## src/rtl/display_decoder_if.sv

```systemverilog
// display_decoder_if: board-level seven-segment display bus as seen by the
// receive-side decoder.
//   anode[3:0]    digit strobes, active low (1110 = digit0 ... 0111 = digit3)
//   cathode[7:0]  segments, active low, bit order pGFEDCBA
//   digit0..3     last decoded value per digit
//   valid[3:0]    per-digit good-decode flags
//   frame_done    one-cycle pulse on a complete in-order frame
//   decode_error  one-cycle pulse on an illegal anode/cathode sample
// master = whoever drives the display bus; slave = the decoder.
interface display_decoder_if;
  logic [3:0] anode;
  logic [7:0] cathode;
  logic [3:0] digit0;
  logic [3:0] digit1;
  logic [3:0] digit2;
  logic [3:0] digit3;
  logic [3:0] valid;
  logic       frame_done;
  logic       decode_error;

  modport master (
    output anode, cathode,
    input  digit0, digit1, digit2, digit3, valid, frame_done, decode_error
  );

  modport slave (
    input  anode, cathode,
    output digit0, digit1, digit2, digit3, valid, frame_done, decode_error
  );
endinterface

```

## src/rtl/display_decoder.sv

```systemverilog
// display_decoder: samples the multiplexed active-low seven-segment bus,
// waits for each strobed digit to settle, and decodes the cathode pattern
// back to a 4-bit value per digit.
//   clk    single clock, rising edge
//   rst_n  asynchronous, active-low reset
//   bus    display_decoder_if.slave (anode/cathode in; digits, valid,
//          frame_done, decode_error out -- all registered)
// Parameters: SETTLE_CYCLES (2..255) stable cycles before sampling;
// TIMEOUT cycles without a good decode before all digits are invalidated.
module display_decoder #(
  parameter int unsigned SETTLE_CYCLES = 16,
  parameter logic [31:0] TIMEOUT       = 32'd500000
) (
  input  logic               clk,
  input  logic               rst_n,
  display_decoder_if.slave   bus
);

  typedef enum logic [1:0] {HUNT, GOT0, GOT1, GOT2} state_t;

  localparam logic [7:0]  SETTLE_MAX   = 8'(SETTLE_CYCLES);
  localparam logic [7:0]  SAMPLE_AT    = 8'(SETTLE_CYCLES - 1);
  localparam logic [31:0] TIMEOUT_LAST = TIMEOUT - 32'd1;

  // Returns {legal, value}; segments are active low, A in bit 0.
  function automatic logic [4:0] seg_decode(input logic [6:0] seg);
    case (seg)
      7'h40:   seg_decode = {1'b1, 4'd0};
      7'h79:   seg_decode = {1'b1, 4'd1};
      7'h24:   seg_decode = {1'b1, 4'd2};
      7'h30:   seg_decode = {1'b1, 4'd3};
      7'h19:   seg_decode = {1'b1, 4'd4};
      7'h12:   seg_decode = {1'b1, 4'd5};
      7'h02:   seg_decode = {1'b1, 4'd6};
      7'h78:   seg_decode = {1'b1, 4'd7};
      7'h00:   seg_decode = {1'b1, 4'd8};
      7'h18:   seg_decode = {1'b1, 4'd9};
      default: seg_decode = {1'b0, 4'd0};
    endcase
  endfunction

  // Returns {one_hot_low, blank, digit index}.
  function automatic logic [3:0] anode_decode(input logic [3:0] a);
    case (a)
      4'b1110: anode_decode = 4'b10_00;
      4'b1101: anode_decode = 4'b10_01;
      4'b1011: anode_decode = 4'b10_10;
      4'b0111: anode_decode = 4'b10_11;
      4'b1111: anode_decode = 4'b01_00;
      default: anode_decode = 4'b00_00;
    endcase
  endfunction

  logic [11:0]      sync_p0, s_bus_p1, prev_p2;
  logic [7:0]       cnt_q;
  logic [31:0]      tcnt_q;
  state_t           state_q, state_d, restart_state;
  logic [3:0][3:0]  digit_q;
  logic [3:0]       valid_q;
  logic             frame_done_q, decode_error_q;

  logic             sample, a_one_hot, a_blank, c_legal;
  logic [1:0]       a_idx;
  logic [3:0]       c_val, sel_mask;
  logic             good, bad_cath, bad_anode, timeout_hit, frame_hit;

  // Stage 2: stability check and decode of the synchronized bus
  assign sample      = (s_bus_p1 == prev_p2) && (cnt_q == SAMPLE_AT);
  assign {a_one_hot, a_blank, a_idx} = anode_decode(s_bus_p1[11:8]);
  assign {c_legal, c_val}            = seg_decode(s_bus_p1[6:0]);
  assign sel_mask    = 4'b0001 << a_idx;
  assign good        = sample && a_one_hot && c_legal;
  assign bad_cath    = sample && a_one_hot && !c_legal;
  assign bad_anode   = sample && !a_one_hot && !a_blank;
  assign timeout_hit = (tcnt_q == TIMEOUT_LAST);
  // An out-of-order digit restarts the frame only if it is digit0.
  assign restart_state = (a_idx == 2'd0) ? GOT0 : HUNT;

  always_comb begin
    state_d   = state_q;
    frame_hit = 1'b0;
    if (good) begin
      case (state_q)
        HUNT: state_d = restart_state;
        GOT0: state_d = (a_idx == 2'd1) ? GOT1 : restart_state;
        GOT1: state_d = (a_idx == 2'd2) ? GOT2 : restart_state;
        GOT2: begin
          if (a_idx == 2'd3) begin
            state_d   = HUNT;
            frame_hit = 1'b1;
          end else begin
            state_d = restart_state;
          end
        end
        default: state_d = HUNT;
      endcase
    end else if (bad_cath || bad_anode || timeout_hit) begin
      state_d = HUNT;
    end
  end

  always_ff @(posedge clk or negedge rst_n) begin
    if (!rst_n) begin
      state_q <= HUNT;
    end else begin
      state_q <= state_d;
    end
  end

  always_ff @(posedge clk or negedge rst_n) begin
    if (!rst_n) begin
      sync_p0        <= 12'hFFF;
      s_bus_p1       <= 12'hFFF;
      prev_p2        <= 12'hFFF;
      cnt_q          <= '0;
      tcnt_q         <= '0;
      digit_q        <= '0;
      valid_q        <= '0;
      frame_done_q   <= 1'b0;
      decode_error_q <= 1'b0;
    end else begin
      // Stage 0/1: two-flop synchronizer
      sync_p0  <= {bus.anode, bus.cathode};
      s_bus_p1 <= sync_p0;
      // Stage 2: previous-value register and saturating settle counter
      prev_p2  <= s_bus_p1;
      if (s_bus_p1 != prev_p2) begin
        cnt_q <= '0;
      end else if (cnt_q != SETTLE_MAX) begin
        cnt_q <= cnt_q + 8'd1;
      end
      // Stage 3: registered decode results
      frame_done_q   <= frame_hit;
      decode_error_q <= bad_cath || bad_anode;
      if (good) begin
        digit_q[a_idx] <= c_val;
        // A good decode on the timeout cycle wins, but only its digit stays valid.
        valid_q        <= timeout_hit ? sel_mask : (valid_q | sel_mask);
        tcnt_q         <= '0;
      end else begin
        if (timeout_hit) begin
          valid_q <= '0;
          tcnt_q  <= '0;
        end else begin
          tcnt_q <= tcnt_q + 32'd1;
        end
        if (bad_cath) begin
          valid_q[a_idx] <= 1'b0;
        end
      end
    end
  end

  assign bus.digit0       = digit_q[0];
  assign bus.digit1       = digit_q[1];
  assign bus.digit2       = digit_q[2];
  assign bus.digit3       = digit_q[3];
  assign bus.valid        = valid_q;
  assign bus.frame_done   = frame_done_q;
  assign bus.decode_error = decode_error_q;

endmodule

```

## src/flat_wrapper.sv

```systemverilog
// flat-port wrapper written by rule: the top's interface ports become plain ports
module display_decoder_flat 
#(
  parameter int unsigned SETTLE_CYCLES = 16,
  parameter logic [31:0] TIMEOUT       = 32'd500000
)
  (clk, rst_n, bus_anode, bus_cathode, bus_digit0, bus_digit1, bus_digit2, bus_digit3, bus_valid, bus_frame_done, bus_decode_error);
  display_decoder_if bus_i ();
  input  logic clk;
  input  logic rst_n;
  input wire logic [$bits(bus_i.anode)-1:0] bus_anode;
  input wire logic [$bits(bus_i.cathode)-1:0] bus_cathode;
  output wire logic [$bits(bus_i.digit0)-1:0] bus_digit0;
  output wire logic [$bits(bus_i.digit1)-1:0] bus_digit1;
  output wire logic [$bits(bus_i.digit2)-1:0] bus_digit2;
  output wire logic [$bits(bus_i.digit3)-1:0] bus_digit3;
  output wire logic [$bits(bus_i.valid)-1:0] bus_valid;
  output wire logic [$bits(bus_i.frame_done)-1:0] bus_frame_done;
  output wire logic [$bits(bus_i.decode_error)-1:0] bus_decode_error;
  assign bus_i.anode = bus_anode;
  assign bus_i.cathode = bus_cathode;
  assign bus_digit0 = bus_i.digit0;
  assign bus_digit1 = bus_i.digit1;
  assign bus_digit2 = bus_i.digit2;
  assign bus_digit3 = bus_i.digit3;
  assign bus_valid = bus_i.valid;
  assign bus_frame_done = bus_i.frame_done;
  assign bus_decode_error = bus_i.decode_error;
  display_decoder #(.SETTLE_CYCLES(SETTLE_CYCLES), .TIMEOUT(TIMEOUT)) u_core (.clk(clk), .rst_n(rst_n), .bus(bus_i));
endmodule
```

## config.mk

```make
export PLATFORM = sky130hd
export DESIGN_NAME = display_decoder_flat
export DESIGN_NICKNAME = d
export VERILOG_FILES = /design/src/rtl/display_decoder_if.sv /design/src/rtl/display_decoder.sv /design/src/flat_wrapper.sv
export SDC_FILE = /design/constraint.sdc
export NUM_CORES = 1
export LEC_CHECK = 0
export CAP_MARGIN = 20
export CORE_MARGIN = 1.5
export CORE_UTILIZATION = 55
export DETAILED_ROUTE_END_ITERATION = 8
export GPL_TIMING_DRIVEN = 1
export PLACE_DENSITY_LB_ADDON = 0.12
export SYNTH_ARGS = -nofsm -noshare
export SYNTH_HDL_FRONTEND = slang
export SYNTH_SLANG_ARGS = --single-unit
```

## constraint.sdc

```tcl
create_clock -name clk -period 3.07 [get_ports clk]
set_input_delay 0.4605 -clock clk [delete_from_list [all_inputs] [get_ports clk]]
set_output_delay 0.4605 -clock clk [all_outputs]
set_load 0.02 [all_outputs]
```

==> results.md <==
- Status: completed
- Die footprint: 8800 um^2
- Post-CTS setup buffers: 0
- Nets: 447
- Post-placement worst setup slack: 0.484 ns
- Pre-antenna DRT Iters: 4
- Slowest stage delay, CP: 0.68 ns
- Die X: 93.8 um
- Worst reg2reg path depth: 5
- IO Pins: 36
- Initial antenna violation count: 0
- Max H-tree Level: 3
- Ys flop type: dfrtp_1
- Post-route insts no fill: 537
- CP Max Fanout: 13
- IO Port Bufs: 35
- Vias in the first global route: 2881
- Leakage: 0.00219 uW
- Synth Net Count: 414
- Max-slew headroom: 0.436
- Unrepaired setup endpoints after global routing: no
- GRT Total Usage: 0.200
- Synth cell types: 48
- Post-route DRC: 0
- Initial core utilization: 0.578
- CP bufs+invs: 0
- Core Box Area: 7850 um^2
- Total grt overflow: 0
- Clock Skew: 0.0158 ns
- Internal power: 1710 uW
- Worst skew pair latency: 0.36 ns
- Cell area after synthesis: 4540 um^2
- Fraction of layout cells with a size suffix above 1: 0.184
- CP Data Arrival Time: 2.90 ns
- PwrDens: 438 nW/um^2
- TritonCTS clock tree: built
- Upper clock frequency limit: 379 MHz
- EDFF count, synth: 0
- Logic gate share of total power: 0.040
- Post-Syn Area per Cell: 11.4 um^2
- CTS Hold Bufs: 0
- Critical path class: reg -> reg
- WP depth: 5
- Vias/cell: 5.50
- Worst min-delay path class: in -> async
- VDD IR max: 0.386 mV
- Cell family with most CP delay: simple AND/OR/NAND/NOR gates
- Final Setup Violations: 0
- Slew Limit Fails: 0
- ANT nets after route: 0
- # rows: 32
- Area Growth Syn to Fin: 13.0%
- Clock Power Share: 0.340
- Net Switching: 535 uW
- Minimum setup slack in the final design: 0.435 ns
- First-pass GRT wire length: 13800 um
- Final period util: 0.858
- Crit path required time: 3.33 ns
- Clock slew at reported path FFs: 0.10 ns
- Sequential element share of the synthesized area: 0.562
- Sequential Power Share: 0.620
- CP Cell Sequence: xor2_1 -> nor4_1 -> nand4_1 -> nor3_1 -> mux2_2
- Largest net degree at the start of global routing: 58
- Post-DP HPWL: 5580 um
- CP endpoint kind: flop
- CTS Buf Count: 9
- Final min period: 2.64 ns
- Final hold vios: 0
- Num Clock Sinks: 100
- Placed Cells: 521
- Root buf cell: clkbuf_8
- Post-CTS resize count: 0
- Worst setup SP type: flop
- Number of max-cap violations: 0
- YS warnings: 0
- WL final: 8010 um
- Vias: 2953
- Worst Tran Pin Value: 0.835 ns
- FILL cells: 628
- Switching share of power: 0.238
- Diodes inserted: 0
- Async set-reset flop share out of synthesis: 1.00
- Final setup TNS: 0 ns
- Mapped Cells: 397
- Max Root-Sink Buffers: 2
- Initial drt markers: 106
- WL/cell: 14.9 um
- Final GP Congestion: 0.824
- CP max-delay cell: dfstp_2
- Yosys reg bits: 100
- Die Y: 93.8 um
==> worst reg2reg max path, cell delays in order, from the launching register on <==
cell and delay, ns:
dfstp_2 0.68, xor2_1 0.10, nor4_1 0.47, nand4_1 0.35, nor3_1 0.55, mux2_2 0.39
==> path summary, 6_finish.rpt <==
check / start / end / slack [ns]
min in group clk: u_core.sync_p0[3] / u_core.s_bus_p1[3] / 0.36
setup reg to reg: u_core.s_bus_p1[11] / u_core.bus.digit0[0] / 0.43
hold reg to reg: u_core.sync_p0[3] / u_core.s_bus_p1[3] / 0.36
setup / recovery: u_core.s_bus_p1[11] / u_core.bus.digit0[0] / 0.43
max in group asynchronous: rst_n / u_core.s_bus_p1[11] / 2.26
hold / removal: rst_n / u_core.bus.digit3[1] / 0.07
==> stage by stage <==
stage | area (um^2) | utilization | total power (uW) | hold slack, ns
after floorplan | 4540 | - | 1450 | 0.165
after global placement | 4950 | 0.631 | 1500 | 0.345
after detailed placement | 4950 | 0.631 | 1510 | 0.347
after CTS | 5130 | 0.653 | 2260 | 0.0920
after global routing | 5130 | 0.653 | 2320 | 0.115
final | 5130 | 0.653 | 2240 | 0.0680
==> power by group through the flow <==
stage | Combinational, uW | Clock, uW | Sequential (uW)
5_1_grt | 101 | 826 | 1400
2_1_floorplan | 58.1 | 0 | 1400
4_1_cts | 91.6 | 783 | 1390
3_3_place_gp | 90.0 | 0 | 1410
6_report | 89.0 | 764 | 1390
3_5_place_dp | 91.2 | 0 | 1410
==> cells in the final DEF (no fill, tap or decap), drive strengths merged, types with 5 or more instances in the layout <==
| master | n |
|---|---|
| xor2 | 33 |
| nor4 | 9 |
| clkbuf | 11 |
| or3 | 6 |
| nand2 | 21 |
| inv | 13 |
| a21oi | 6 |
| o211ai | 7 |
| dfrtp | 64 |
| mux2 | 17 |
| nor3 | 16 |
| xnor2 | 17 |
| and3 | 6 |
| nor2 | 51 |
| clkdlybuf4s50 | 34 |
| o21ai | 5 |
| buf | 6 |
| nand3 | 15 |
| nand4 | 15 |
| dfstp | 36 |
==> cell type report <==
| type | instances | area [um^2] | area share |
|---|---|---|---|
| well taps | 102 | 128 | 0.0249 |
| flip-flops and latches | 100 | 2550 | 0.497 |
| repair buffers | 40 | 398 | 0.0776 |
| multi-input cells | 269 | 1840 | 0.359 |
| clock buffers | 11 | 131 | 0.0256 |
| inverters | 10 | 37.5 | 0.00732 |
| clock inverters | 5 | 43.8 | 0.00854 |
==> routing by layer <==
layer,global-route usage,wire [um],vias up
met5,0,0,-
met4,0.0560,107,0
met3,0.0324,260,9
met2,0.290,3430,57
met1,0.310,4210,1438
li1,-,-,1449
==> kinds of logic (layout without fill, tap and decap cells) <==
kind of cell | count (synthesis) | after routing | share of synthesized area
adders and majority gates | 3 | 3 | 0.00827
muxes | 17 | 17 | 0.0521
AOI/OAI and AO/OA | 31 | 31 | 0.0491
buffers and inverters | 28 | 66 | 0.0328
DFF | 100 | 100 | 0.562
and+or+nand+nor | 168 | 168 | 0.200
xor gates and xnor gates | 50 | 50 | 0.0965
==> sequential cells by signal (all words and copies together) (netlist names), 8 cells and up <==
name,cells
u_core.tcnt_q,32
u_core.s_bus_p1,12
u_core.cnt_q,8
u_core.prev_p2,12
u_core.sync_p0,12
==> synthesized netlist by cell type, drive strengths merged, types with 5 or more instances <==
cell type / count / area share
buf: 13 / 0.020
and3: 6 / 0.0083
or3: 6 / 0.0083
o211ai: 7 / 0.012
xor2: 33 / 0.064
a21oi: 6 / 0.0066
nor4: 9 / 0.014
nor2: 51 / 0.042
inv: 10 / 0.0083
o21ai: 5 / 0.0055
xnor2: 17 / 0.033
nand2: 21 / 0.017
nor3: 16 / 0.020
mux2: 17 / 0.052
dfstp: 36 / 0.21
clkbuf: 5 / 0.0041
dfrtp: 64 / 0.35
nand3: 15 / 0.017
nand4: 15 / 0.021
(Power assumes the default switching activity.)
